## config.mk

```make
export PLATFORM = sky130hd
export DESIGN_NAME = atu_tune_scheduler
export DESIGN_NICKNAME = d
export VERILOG_FILES = /design/src/rtl/atu_pkg.sv /design/src/rtl/atu_tick_gen.sv /design/src/rtl/atu_tune_scheduler.sv
export SDC_FILE = /design/constraint.sdc
export NUM_CORES = 1
export LEC_CHECK = 0
export ABC_AREA = 0
export BUFFER_PORTS_ARGS = -buffer_cell sky130_fd_sc_hd__buf_2
export CAP_MARGIN = 20
export CORE_MARGIN = 4
export CORE_UTILIZATION = 40
export DETAILED_ROUTE_END_ITERATION = 10
export GPL_TIMING_DRIVEN = 0
export PLACE_DENSITY = 0.68
export SLEW_MARGIN = 20
export SYNTH_ARGS = -nofsm -noshare
export SYNTH_HDL_FRONTEND = slang
export SYNTH_SLANG_ARGS = --single-unit
```

## constraint.sdc

```tcl
create_clock -name clk -period 2.7 [get_ports clk]
set_input_delay 0.54 -clock clk [delete_from_list [all_inputs] [get_ports clk]]
set_output_delay 0.54 -clock clk [all_outputs]
set_load 0.05 [all_outputs]
```

## src/rtl/atu_pkg.sv

```systemverilog
// Shared types and constants for the external ATU tune scheduler.
package atu_pkg;

    localparam int TMR_W = 16;
    typedef logic [TMR_W-1:0] tmr_t;

    localparam logic [2:0] ST_IDLE = 3'd0;
    localparam logic [2:0] ST_ARM  = 3'd1;
    localparam logic [2:0] ST_WAIT = 3'd2;
    localparam logic [2:0] ST_BUSY = 3'd3;
    localparam logic [2:0] ST_REL  = 3'd4;
    localparam logic [2:0] ST_COOL = 3'd5;

    localparam logic [1:0] FAIL_NONE    = 2'd0;
    localparam logic [1:0] FAIL_NORESP  = 2'd1;
    localparam logic [1:0] FAIL_TIMEOUT = 2'd2;
    localparam logic [1:0] FAIL_ABORT   = 2'd3;

    localparam logic [1:0] SRC_HOST = 2'd0;
    localparam logic [1:0] SRC_KEY  = 2'd1;
    localparam logic [1:0] SRC_BAND = 2'd2;

    function automatic tmr_t ms_load(input int ms);
        return tmr_t'(ms - 1);
    endfunction

endpackage

```

## src/rtl/atu_tick_gen.sv

```systemverilog
// Free-running prescaler producing a one-cycle tick every TICK_DIV clocks.
module atu_tick_gen #(
    parameter int TICK_DIV = 76800
) (
    input  logic clk_i,
    input  logic rst_i,
    output logic tick_o
);

    localparam int CW = (TICK_DIV > 1) ? $clog2(TICK_DIV) : 1;

    logic [CW-1:0] cnt_q;
    logic [CW-1:0] cnt_d;

    assign tick_o = (cnt_q == CW'(TICK_DIV - 1));

    always_comb begin
        cnt_d = tick_o ? '0 : cnt_q + 1'b1;
    end

    always_ff @(posedge clk_i) begin
        if (rst_i) begin
            cnt_q <= '0;
        end else begin
            cnt_q <= cnt_d;
        end
    end

endmodule

```

## src/rtl/atu_tune_scheduler.sv

```systemverilog
// Arbitrates tune requests and sequences one ATU tune session at a time,
// with no-response retries and a cooldown between attempts.
module atu_tune_scheduler
    import atu_pkg::*;
#(
    parameter int TICK_DIV      = 76800,
    parameter int RESP_LIMIT_MS = 1700,
    parameter int TUNE_LIMIT_MS = 9000,
    parameter int COOLDOWN_MS   = 250,
    parameter int MAX_RETRY     = 2
) (
    input  logic       clk,
    input  logic       rst,
    input  logic       req_host,
    input  logic       req_key,
    input  logic [3:0] band,
    input  logic       band_valid,
    input  logic       retune_en,
    input  logic       abort,
    input  logic       atu_status,
    output logic       tune_auto,
    output logic       tune_tx_req,
    output logic       busy,
    output logic       done,
    output logic       ok,
    output logic [1:0] fail_code,
    output logic [1:0] last_src,
    output logic [1:0] attempt
);

    localparam tmr_t RESP_LD = ms_load(RESP_LIMIT_MS);
    localparam tmr_t TUNE_LD = ms_load(TUNE_LIMIT_MS);
    localparam tmr_t COOL_LD = ms_load(COOLDOWN_MS);

    logic       tick;
    logic [2:0] st_q, st_d;
    tmr_t       tmr_q, tmr_d;
    logic       host_q;
    logic [2:0] pend_q, pend_d;
    logic [3:0] sband_q, sband_d;
    logic       seen_q, seen_d;
    logic       retry_q, retry_d;
    logic       ok_q, ok_d;
    logic [1:0] fail_q, fail_d;
    logic [1:0] src_q, src_d;
    logic [1:0] att_q, att_d;
    logic [2:0] pset;
    logic       expire;
    logic       go_rel;
    logic [1:0] rel_code;

    atu_tick_gen #(
        .TICK_DIV(TICK_DIV)
    ) u_tick (
        .clk_i (clk),
        .rst_i (rst),
        .tick_o(tick)
    );

    // pend bit order: [2]=key, [1]=host, [0]=band
    assign pset[2] = req_key;
    assign pset[1] = req_host & ~host_q;
    assign pset[0] = band_valid & retune_en & seen_q
                   & (band != sband_q);

    assign expire = tick & (tmr_q == '0);

    always_comb begin
        st_d     = st_q;
        tmr_d    = (tick && tmr_q != '0) ? tmr_q - 1'b1 : tmr_q;
        pend_d   = pend_q | pset;
        sband_d  = band_valid ? band : sband_q;
        seen_d   = seen_q | band_valid;
        retry_d  = retry_q;
        ok_d     = ok_q;
        fail_d   = fail_q;
        src_d    = src_q;
        att_d    = att_q;
        go_rel   = 1'b0;
        rel_code = FAIL_NONE;
        case (st_q)
            ST_IDLE: begin
                if (abort) begin
                    pend_d = '0;
                end else if (pend_q != '0) begin
                    // new arrivals in the grant cycle survive the clear
                    pend_d  = pset;
                    src_d   = pend_q[2] ? SRC_KEY :
                              pend_q[1] ? SRC_HOST : SRC_BAND;
                    att_d   = '0;
                    ok_d    = 1'b0;
                    fail_d  = FAIL_NONE;
                    retry_d = 1'b0;
                    st_d    = ST_ARM;
                end
            end
            ST_ARM: begin
                if (abort) begin
                    go_rel   = 1'b1;
                    rel_code = FAIL_ABORT;
                end else begin
                    tmr_d = RESP_LD;
                    st_d  = ST_WAIT;
                end
            end
            ST_WAIT: begin
                if (abort) begin
                    go_rel   = 1'b1;
                    rel_code = FAIL_ABORT;
                end else if (atu_status) begin
                    tmr_d = TUNE_LD;
                    st_d  = ST_BUSY;
                end else if (expire) begin
                    go_rel   = 1'b1;
                    rel_code = FAIL_NORESP;
                end
            end
            ST_BUSY: begin
                if (abort) begin
                    go_rel   = 1'b1;
                    rel_code = FAIL_ABORT;
                end else if (!atu_status) begin
                    go_rel   = 1'b1;
                    rel_code = FAIL_NONE;
                end else if (expire) begin
                    go_rel   = 1'b1;
                    rel_code = FAIL_TIMEOUT;
                end
            end
            ST_REL: begin
                tmr_d = COOL_LD;
                st_d  = ST_COOL;
                if (retry_q) begin
                    att_d = att_q + 2'd1;
                end
            end
            ST_COOL: begin
                if (abort) begin
                    pend_d = '0;
                end
                if (expire) begin
                    st_d = retry_q ? ST_ARM : ST_IDLE;
                end
            end
            default: st_d = ST_IDLE;
        endcase
        // the outcome is latched on entry so it is valid alongside done
        if (go_rel) begin
            st_d    = ST_REL;
            retry_d = (rel_code == FAIL_NORESP)
                    && (att_q < 2'(MAX_RETRY));
            if (!retry_d) begin
                ok_d   = (rel_code == FAIL_NONE);
                fail_d = rel_code;
            end
        end
    end

    always_ff @(posedge clk) begin
        if (rst) begin
            st_q    <= ST_IDLE;
            tmr_q   <= '0;
            host_q  <= 1'b0;
            pend_q  <= '0;
            sband_q <= '0;
            seen_q  <= 1'b0;
            retry_q <= 1'b0;
            ok_q    <= 1'b0;
            fail_q  <= FAIL_NONE;
            src_q   <= SRC_HOST;
            att_q   <= '0;
        end else begin
            st_q    <= st_d;
            tmr_q   <= tmr_d;
            host_q  <= req_host;
            pend_q  <= pend_d;
            sband_q <= sband_d;
            seen_q  <= seen_d;
            retry_q <= retry_d;
            ok_q    <= ok_d;
            fail_q  <= fail_d;
            src_q   <= src_d;
            att_q   <= att_d;
        end
    end

    assign tune_auto   = (st_q == ST_ARM) || (st_q == ST_WAIT)
                       || (st_q == ST_BUSY);
    assign tune_tx_req = tune_auto;
    assign busy        = tune_auto || (st_q == ST_REL)
                       || ((st_q == ST_COOL) && retry_q);
    assign done        = (st_q == ST_REL) && !retry_q;
    assign ok          = ok_q;
    assign fail_code   = fail_q;
    assign last_src    = src_q;
    assign attempt     = att_q;

endmodule

```

==> results of run 1 <==
[repair_timing]
action / 4_1_cts / 5_1_grt
setup buffers: 0 / 2
endpoints found under the setup margin: 1 / 9
pin swaps: 0 / 1
cloned: 0 / 0
resized for setup: 1 / 3
[per-stage QoR]
stage	power (uW)	setup WS (ns)	hold WS (ns)
5_1_grt	2150	0.00624	0.472
3_5_place_dp	1560	0.0241	0.461
2_1_floorplan	1420	0.149	0.435
4_1_cts	2020	0.0796	0.461
3_3_place_gp	1560	0.0739	0.457
6_report	2030	0.136	0.464
[cells in the final DEF (no fill, tap or decap), types with 9 or more instances in the layout]
master and instances:
buf_2 20, nand2b_1 9, dfxtp_1 53, clkbuf_1 14, xnor2_1 9, a21oi_1 24, xor2_1 14, nor2_1 33
nand2_1 14, nor2b_1 10, or3_1 14
[where the power goes]
part,internal (uW),switching (uW)
clock network,183,268
registers,830,45.3
logic,250,450
total,1260,763
[worst max-delay path: cells and delay by family (launching register included)]
family        cells  cell delay [ns]
buf+inv           3             0.96
simple gates      3             0.43
flops             1             0.32
[sequential cells by signal (all words and copies together) (netlist names)]
| signal | flops |
|---|---|
| st_q | 3 |
| attempt | 2 |
| seen_q | 1 |
| host_q | 1 |
| pend_q | 3 |
| last_src | 2 |
| tmr_q | 16 |
| u_tick.cnt_q | 17 |
| sband_q | 4 |
| ok | 1 |
| retry_q | 1 |
| fail_code | 2 |
[worst min-delay path by stage]
stage | start | end | slack (ns) | cells past startpoint
5_1_grt | req_key | pend_q[2] | 0.47 | 3
4_1_cts | req_key | pend_q[2] | 0.46 | 3
3_3_place_gp | seen_q | seen_q | 0.46 | 2
2_1_floorplan | seen_q | seen_q | 0.43 | 2
3_5_place_dp | seen_q | seen_q | 0.46 | 2
6_report | req_host | host_q | 0.46 | 2
[cells by family (layout without fill, tap and decap cells)]
logic type,Yosys count,after routing,synth area share (%)
xor gates and xnor gates,23,23,7.29
DFF,53,53,38.4
muxes,7,7,2.53
AOI/OAI and AO/OA,76,76,20.4
and+or+nand+nor,128,128,26.2
adders and majority gates,3,3,1.36
buffers and inverters,26,55,3.94
[routing by layer]
metal / up-vias / routed length [um] / track usage (%)
li1: 1210 / - / -
met1: 1123 / 2930 / 20.3
met2: 42 / 2850 / 25.8
met3: 9 / 241 / 3.31
met4: 0 / 78 / 4.90
met5: - / 0 / 0
[area by class of cell]
type,instances,share of cell area (%)
Tap cell,80,3.26
Timing Repair Buffer,22,3.75
Buffer,18,2.61
Multi-Input combinational cell,237,52.2
Inverter,7,0.855
Clock inverter,2,0.489
Clock buffer,6,2.36
Sequential cell,53,34.5
==> out/qor.csv, run 1 <==
stage,metric,value,unit
timing,rsz0062_at_grt,false,
die,die_y,91.1,um
logic_synthesis,async_flop_share,0,%
worst_setup_path,path_max_fanout,10,
worst_setup_path,worst_setup_path_start_kind,register,
clock_network,cts_hold_buf,0,
placement,hpwlAfterDp,4.49,mm
logic_synthesis,yosys_warnings,0,
finish,finalInstanceArea,3070,sq um
die,initial_core_util,40.9,%
die,core_area,6760,sq um
logic_synthesis,synthDominantCellAreaShare,38.4,%
finish,regArea,1060,sq um
min_path,hp-class,in2reg,
logic_synthesis,synth.most_common_cell,dfxtp_1,
timing,timing.slew.headroom,53.9,%
timing,fin_crit_sh,95.0,%
logic_synthesis,syn-num-nets,331,
die,dieArea,8310,sq um
worst_setup_path,cp_slowest_cell,buf_1,
worst_setup_path,crit_top_cell,nor2_1,
timing,fin_crit,2.56,ns
clock_network,numCtsBuffers,5,
worst_setup_path,timing.reg2reg.setup_slack,0.22,ns
clock_network,clock_path_buffers,2,
worst_setup_path,crit_type,reg2out,
grt,gr-total-overflow,0,
logic_synthesis,synthTopCellsByCount,"dfxtp_1 (53), nor2_1 (33), a21oi_1 (24)",
logic_synthesis,synth_area_leaders,"dfxtp_1 (38%), nor2_1 (4.5%), xor2_1 (4.4%)",
logic_synthesis,synth_area,2770,sq um
timing,hold_violations,0,
timing,tightest_slew,0.687,ns
clock_network,htreeDepth,2,
logic_synthesis,postSynthAreaPerCell,8.75,sq um
clock_network,cts_tree,yes,
logic_synthesis,netlist_instances,316,
status,outcome,"complete, no violations",
finish,fin_util,45.5,%
finish,drive_above_1_share,13.6,%
worst_setup_path,crit_path_end,done,
timing,fmax,390,MHz
placement,io_buffers,20,
clock_network,clk_pin_slew,0.10,ns
finish,multi_input_area,1600,sq um
grt,grt_pass1_vias,2335,
logic_synthesis,synth_cell_type_count,60,
timing,finalSetupTns,0,ns
run,cap_viol_max_count,0,
route,wl_per_cell,14.4,um
grt,grt_usage,15.6,%
timing,fin_skew,0.00833,ns
grt,antenna_found_initial,0,
route,final_antenna_net_count,0,
finish,final_cells,425,
power,p_per_area,659,nW/um^2
timing,finalSetupViolations,0,
clock_network,clock_sinks,53,
route,first_iter_violations,207,
logic_synthesis,ys_seq_area_share,38.4,%
worst_setup_path,end_kind,output pin,
worst_setup_path,reg2reg_to,fail_code[0],
die,num_rows,30,
placement,placed_cells,416,
grt,grt_max_degree,17,
logic_synthesis,yosysTopAreaCell,dfxtp_1,
worst_setup_path,max_stage_delay,0.40,ns
worst_setup_path,r2r_cells,6,
route,vias,2384,
worst_setup_path,worstPathRequired,2.16,ns
logic_synthesis,synth-edff-count,0,
worst_setup_path,critPathLaunch,st_q[0],
route,route.detailed.drc,0,
clock_network,root_buffer,clkbuf_8,
power,static-leakage-power,0.00108,uW
route,finalWirelength,6.10,mm
placement,dpl_cell_area,2970,sq um
logic_synthesis,synth_flop_cell,dfxtp_1,
clock_network,clk_latency,0.31,ns
power,ir_worst_vdd,0.367,mV
finish,nets,359,
die,pin_count,23,
finish,diodes,0,
finish,fillers,680,
route,drt-pass1-iter-count,4,
route,vias_per_cell,5.61,
finish,area_growth,11.1,%
worst_setup_path,crit_chain,clkbuf_1 > buf_1 > nor2_1 > nand2_1 > nor2_1 > buf_2,
logic_synthesis,ys_seq_elements,53,
die,fp.dieW,91.1,um
worst_setup_path,worstPathArrival,2.02,ns
placement,gp_congestion,0.876,
grt,grt_pass1_wl,10.8,mm
worst_setup_path,rr_startpoint,tmr_q[5],
timing,slew_viol_final,0,
(Power assumes the default switching activity.)
==> inputs of run 2 (changes only) <==
- RECOVER_POWER: not set -> 25
==> out/qor.csv, run 2 (synthesis gave the netlist of run 1 again) <==
stage,metric,value,unit
placement,gp_congestion,0.876,
timing,finalSetupViolations,0,
power,pwr-share-seq,43.2,%
worst_setup_path,critPathTopFamily,buffers and inverters,
worst_setup_path,worstPathArrival,2.03,ns
finish,diodes,0,
route,wl_per_cell,14.3,um
die,dieArea,8310,sq um
grt,grt_usage,15.6,%
route,vias,2378,
route,first_iter_violations,194,
timing,fin_ws,0.134,ns
power,p_clk_share,22.3,%
die,core_area,6760,sq um
finish,finalInstanceArea,3060,sq um
timing,fin_crit,2.57,ns
timing,timing.slew.headroom,53.6,%
finish,final_cell_mix,"dfxtp_1 (53), nor2_1 (33), clkbuf_1 (24), a21oi_1 (24)",
route,vias_per_cell,5.60,
finish,nets,359,
placement,io_buffers,20,
power,switchingPower,764,uW
timing,fmax,390,MHz
timing,fin_crit_sh,95.0,%
grt,grt_pass1_vias,2335,
clock_network,clock_sinks,53,
die,initial_core_util,40.9,%
placement,dpl_cell_area,2970,sq um
run,cap_viol_max_count,0,
worst_setup_path,r2r_cells,6,
worst_setup_path,end_kind,output pin,
grt,grt_pass1_wl,10.8,mm
worst_setup_path,max_stage_delay,0.39,ns
timing,finalSetupTns,0,ns
finish,mostFrequentLayoutCell,dfxtp_1,
grt,grt_max_degree,17,
clock_network,cts_tree,yes,
power,static-leakage-power,0.00105,uW
worst_setup_path,rr_startpoint,tmr_q[5],
timing,rsz0062_at_grt,false,
worst_setup_path,critPathBufInv,3,
die,fp.dieW,91.1,um
finish,largest_reg_flops,17,
timing,hold_slack,0.465,ns
clock_network,clk_latency,0.31,ns
min_path,hold_path.startpoint,req_host,
worst_setup_path,crit_chain,clkbuf_1 > clkbuf_1 > nor2_1 > nand2_1 > nor2_1 > buf_2,
power,pwr-share-comb,34.5,%
worst_setup_path,timing.reg2reg.setup_slack,0.21,ns
placement,pre_cts_slack,0.0241,ns
finish,reg_top3,"u_tick.cnt_q: 17 flops, tmr_q: 16 flops, sband_q: 4 flops",
grt,antenna_found_initial,0,
route,final_antenna_net_count,0,
min_path,whs_path_depth,2,
timing,tightest_slew,0.692,ns
worst_setup_path,cp.depth,6,
timing,fin_skew,0.00645,ns
clock_network,clock_path_buffers,2,
route,finalWirelength,6.10,mm
finish,drive_above_1_share,11.3,%
worst_setup_path,critPathLaunch,st_q[0],
die,pin_count,23,
power,p_per_area,661,nW/um^2
power,swShare,37.7,%
clock_network,clk_pin_slew,0.10,ns
worst_setup_path,worst_setup_path_start_kind,register,
timing,slew_viol_final,0,
worst_setup_path,crit_type,reg2out,
clock_network,htreeDepth,2,
power,p_int,1260,uW
worst_setup_path,path_max_fanout,10,
finish,regMostFlops,u_tick.cnt_q,
placement,hpwlAfterDp,4.49,mm
clock_network,root_buffer,clkbuf_8,
route,route.detailed.drc,0,
route,drt-pass1-iter-count,4,
timing,hold_violations,0,
clock_network,numCtsBuffers,5,
finish,area_growth,10.8,%
worst_setup_path,worstPathRequired,2.16,ns
grt,gr-total-overflow,0,
min_path,hp-class,in2reg,
status,outcome,"complete, no violations",
power,ir_worst_vdd,0.365,mV
die,die_y,91.1,um
worst_setup_path,cp_slowest_cell,clkbuf_1,
die,num_rows,30,
## run 2: worst reg2reg max path, stage by stage, from the launching register on
cell and delay, ns:
dfxtp_1 0.36, or4_4 0.57, or4_4 0.45, buf_6 0.17, nor3_1 0.35, a32oi_1 0.21
a221oi_2 0.30
## run 2: timing repair
| item | 4_1_cts | 5_1_grt |
|---|---|---|
| hold endpoints to repair | 0 | 0 |
| resized for setup | 1 | 3 |
| setup endpoints to repair | 1 | 9 |
| pin swaps | 0 | 1 |
| hold buffers | 0 | 0 |
| buffers inserted | 0 | 2 |
## run 2: path summary, 6_finish.rpt
check | to
worst max-delay path | done
worst min-delay path | host_q
worst max register to register | fail_code[0]
worst min register to register | seen_q
## run 2: per-layer routing
| layer | GRT usage (%) | vias up | wire length, um |
|---|---|---|---|
| li1 | - | 1211 | - |
| met1 | 20.3 | 1124 | 2940 |
| met2 | 25.8 | 34 | 2850 |
| met3 | 3.31 | 9 | 226 |
| met4 | 4.90 | 0 | 78 |
| met5 | 0 | - | 0 |
## run 2: area by class of cell
type	instances	area [sq um]
fillers	684	3690
multi-input cells	237	1600
flip-flops and latches	53	1060
repair buffers	22	105
well taps	80	100
plain buffers	18	80.1
clock buffers	6	72.6
inverters	7	26.3
clock inverters	2	15.0
## run 2: power groups by stage
stage	Clock [uW]	Sequential, uW	Combinational, uW
2_1_floorplan	0	904	513
6_report	451	875	699
3_3_place_gp	0	891	664
3_5_place_dp	0	893	671
4_1_cts	467	875	677
5_1_grt	501	883	765
## run 2: stage by stage
step | total power, uW | std cells | utilization [%]
after detailed placement | 1560 | 416 | 43.9
after global routing | 2150 | 425 | 45.3
after CTS | 2020 | 424 | 45.3
after floorplan | 1420 | 316 | -
after global placement | 1560 | 416 | 43.9
final | 2020 | 425 | 45.3
==> inputs of run 3 (changes only) <==
- CORE_ASPECT_RATIO: not set -> 2
==> out/qor.csv, run 3 (synthesis gave the netlist of run 1 again) <==
stage,metric,value,unit
status,outcome,"complete, no violations",
timing,fin_ws,0.200,ns
grt,gr-total-overflow,0,
die,core_area,6670,sq um
placement,pre_cts_slack,-0.0201,ns
worst_setup_path,rr_startpoint,u_tick.cnt_q[0],
timing,fin_crit_sh,92.6,%
worst_setup_path,cp.depth,6,
timing,fin_crit,2.50,ns
clock_network,htreeDepth,2,
power,swShare,32.9,%
clock_network,cts_tree,yes,
power,p_clk_share,34.0,%
grt,grt_max_degree,17,
power,p_per_area,758,nW/um^2
finish,reg_top3,"u_tick.cnt_q: 17 flops, tmr_q: 16 flops, sband_q: 4 flops",
clock_network,clk_pin_slew,0.07,ns
worst_setup_path,critPathBufInv,3,
timing,fin_skew,0.00256,ns
placement,hpwlAfterDp,4.94,mm
clock_network,clock_sinks,53,
route,drt-pass1-iter-count,4,
power,static-leakage-power,0.00112,uW
grt,grt_usage,16.5,%
timing,rsz0062_at_grt,false,
clock_network,clk_latency,0.29,ns
power,switchingPower,794,uW
grt,grt_pass1_wl,10.9,mm
worst_setup_path,reg2reg_to,tmr_q[15],
power,report.power.total,2410,uW
worst_setup_path,r2r_cells,6,
worst_setup_path,timing.reg2reg.setup_slack,0.20,ns
die,fp.dieW,66.8,um
route,final_antenna_net_count,0,
route,first_iter_violations,56,
placement,placed_cells,424,
power,p_int,1620,uW
finish,regMostFlops,u_tick.cnt_q,
finish,drive_above_1_share,11.8,%
worst_setup_path,crit_type,reg2out,
worst_setup_path,path_max_fanout,10,
timing,fmax,400,MHz
finish,mostFrequentLayoutCell,dfxtp_1,
finish,fillers,666,
clock_network,root_buffer,clkbuf_16,
timing,hold_violations,0,
placement,io_buffers,20,
run,cap_viol_max_count,0,
worst_setup_path,critPathLaunch,st_q[0],
timing,slew_viol_final,0,
die,pin_count,23,
worst_setup_path,worstPathRequired,2.16,ns
die,num_rows,42,
finish,nets,360,
power,ir_worst_vdd,0.463,mV
power,pwr-share-comb,29.6,%
grt,grt_pass1_vias,2373,
placement,gp_congestion,0.855,
finish,final_cells,434,
timing,finalSetupViolations,0,
route,vias_per_cell,5.56,
worst_setup_path,crit_path_end,done,
finish,area_growth,15.1,%
grt,antenna_found_initial,0,
finish,diodes,0,
route,finalWirelength,6.49,mm
die,dieArea,8390,sq um
clock_network,clock_path_buffers,2,
route,wl_per_cell,15.0,um
min_path,hp-class,in2reg,
clock_network,numCtsBuffers,5,
finish,largest_reg_flops,17,
worst_setup_path,worst_setup_path_start_kind,register,
worst_setup_path,worstPathArrival,1.96,ns
worst_setup_path,cp_slowest_cell,clkbuf_1,
route,route.detailed.drc,0,
route,vias,2413,
worst_setup_path,end_kind,output pin,
timing,timing.slew.headroom,52.0,%
worst_setup_path,crit_chain,clkbuf_1 > clkbuf_1 > nor2_1 > nand2_1 > nor2_1 > buf_2,
timing,hold_slack,0.468,ns
worst_setup_path,critPathTopFamily,buffers and inverters,
worst_setup_path,max_stage_delay,0.40,ns
die,die_y,126,um
die,initial_core_util,41.4,%
power,pwr-share-seq,36.4,%
timing,tightest_slew,0.717,ns
finish,final_cell_mix,"dfxtp_1 (53), nor2_1 (33), a21oi_1 (24), clkbuf_1 (22)",
[run 3: cell count changes in the layout (fill, tap and decap cells not counted), sizes merged]
cell | before | now
bufinv | 0 | 2
clkinv | 0 | 1
clkinvlp | 2 | 0
buf | 16 | 17
clkbuf | 30 | 29
[run 3: area by class of cell]
type                       count  area [sq um]  share of cell area (%)
buffer                        18          81.3                    2.56
clock buffer                   5           125                    3.93
clock inverter                 3          65.1                    2.04
inverter                       7          26.3                   0.825
multi-input combinational    237          1600                    50.3
sequential                    53          1060                    33.3
tap                           88           110                    3.46
timing repair buffer          23           113                    3.54
[run 3: worst reg2reg max path, stage by stage, from the launching register on]
cell and delay (ns):
dfxtp_1 0.41, ha_1 0.24, and4_1 0.31, and4_1 0.47, o2111ai_2 0.31, or4_1 0.54
a21oi_1 0.14
[run 3: per-stage QoR]
stage                     setup TNS [ns]  utilization [%]  cell area [sq um]
after floorplan                        0                -               2770
after global placement                 0             44.6               2980
after detailed placement         -0.0201             44.6               2980
after CTS                              0             47.5               3170
after global routing                   0             47.7               3180
final                                  0             47.7               3180
[run 3: metal layers]
metal	part of all wire [%]	global-route usage, %	up-vias
met1	36	16.3	1145
met3	2.6	2.60	16
met2	58	31.3	43
li1	-	-	1209
met5	0	0	-
met4	4.0	8.50	0
[run 3: worst min path at each step]
stage	start	endpoint	slack (ns)	cells after the start
floorplan	seen_q	seen_q	0.43	2
global placement	seen_q	seen_q	0.45	2
detailed placement	seen_q	seen_q	0.46	2
CTS	req_host	host_q	0.47	2
global route	req_host	host_q	0.47	2
finish	req_host	host_q	0.47	2
[run 3: repair_timing]
action,in CTS,in global routing
hold buffers,0,0
pin swaps,0,1
buffers inserted,0,3
resized for setup,1,4
endpoints found under the setup margin,2,14
[run 3: power groups by stage]
stage | combinational (uW) | clock (uW) | sequential [uW]
after detailed placement | 676 | 0 | 893
after global routing | 777 | 869 | 883
after CTS | 687 | 832 | 876
after global placement | 666 | 0 | 892
final | 715 | 819 | 878
after floorplan | 513 | 0 | 904
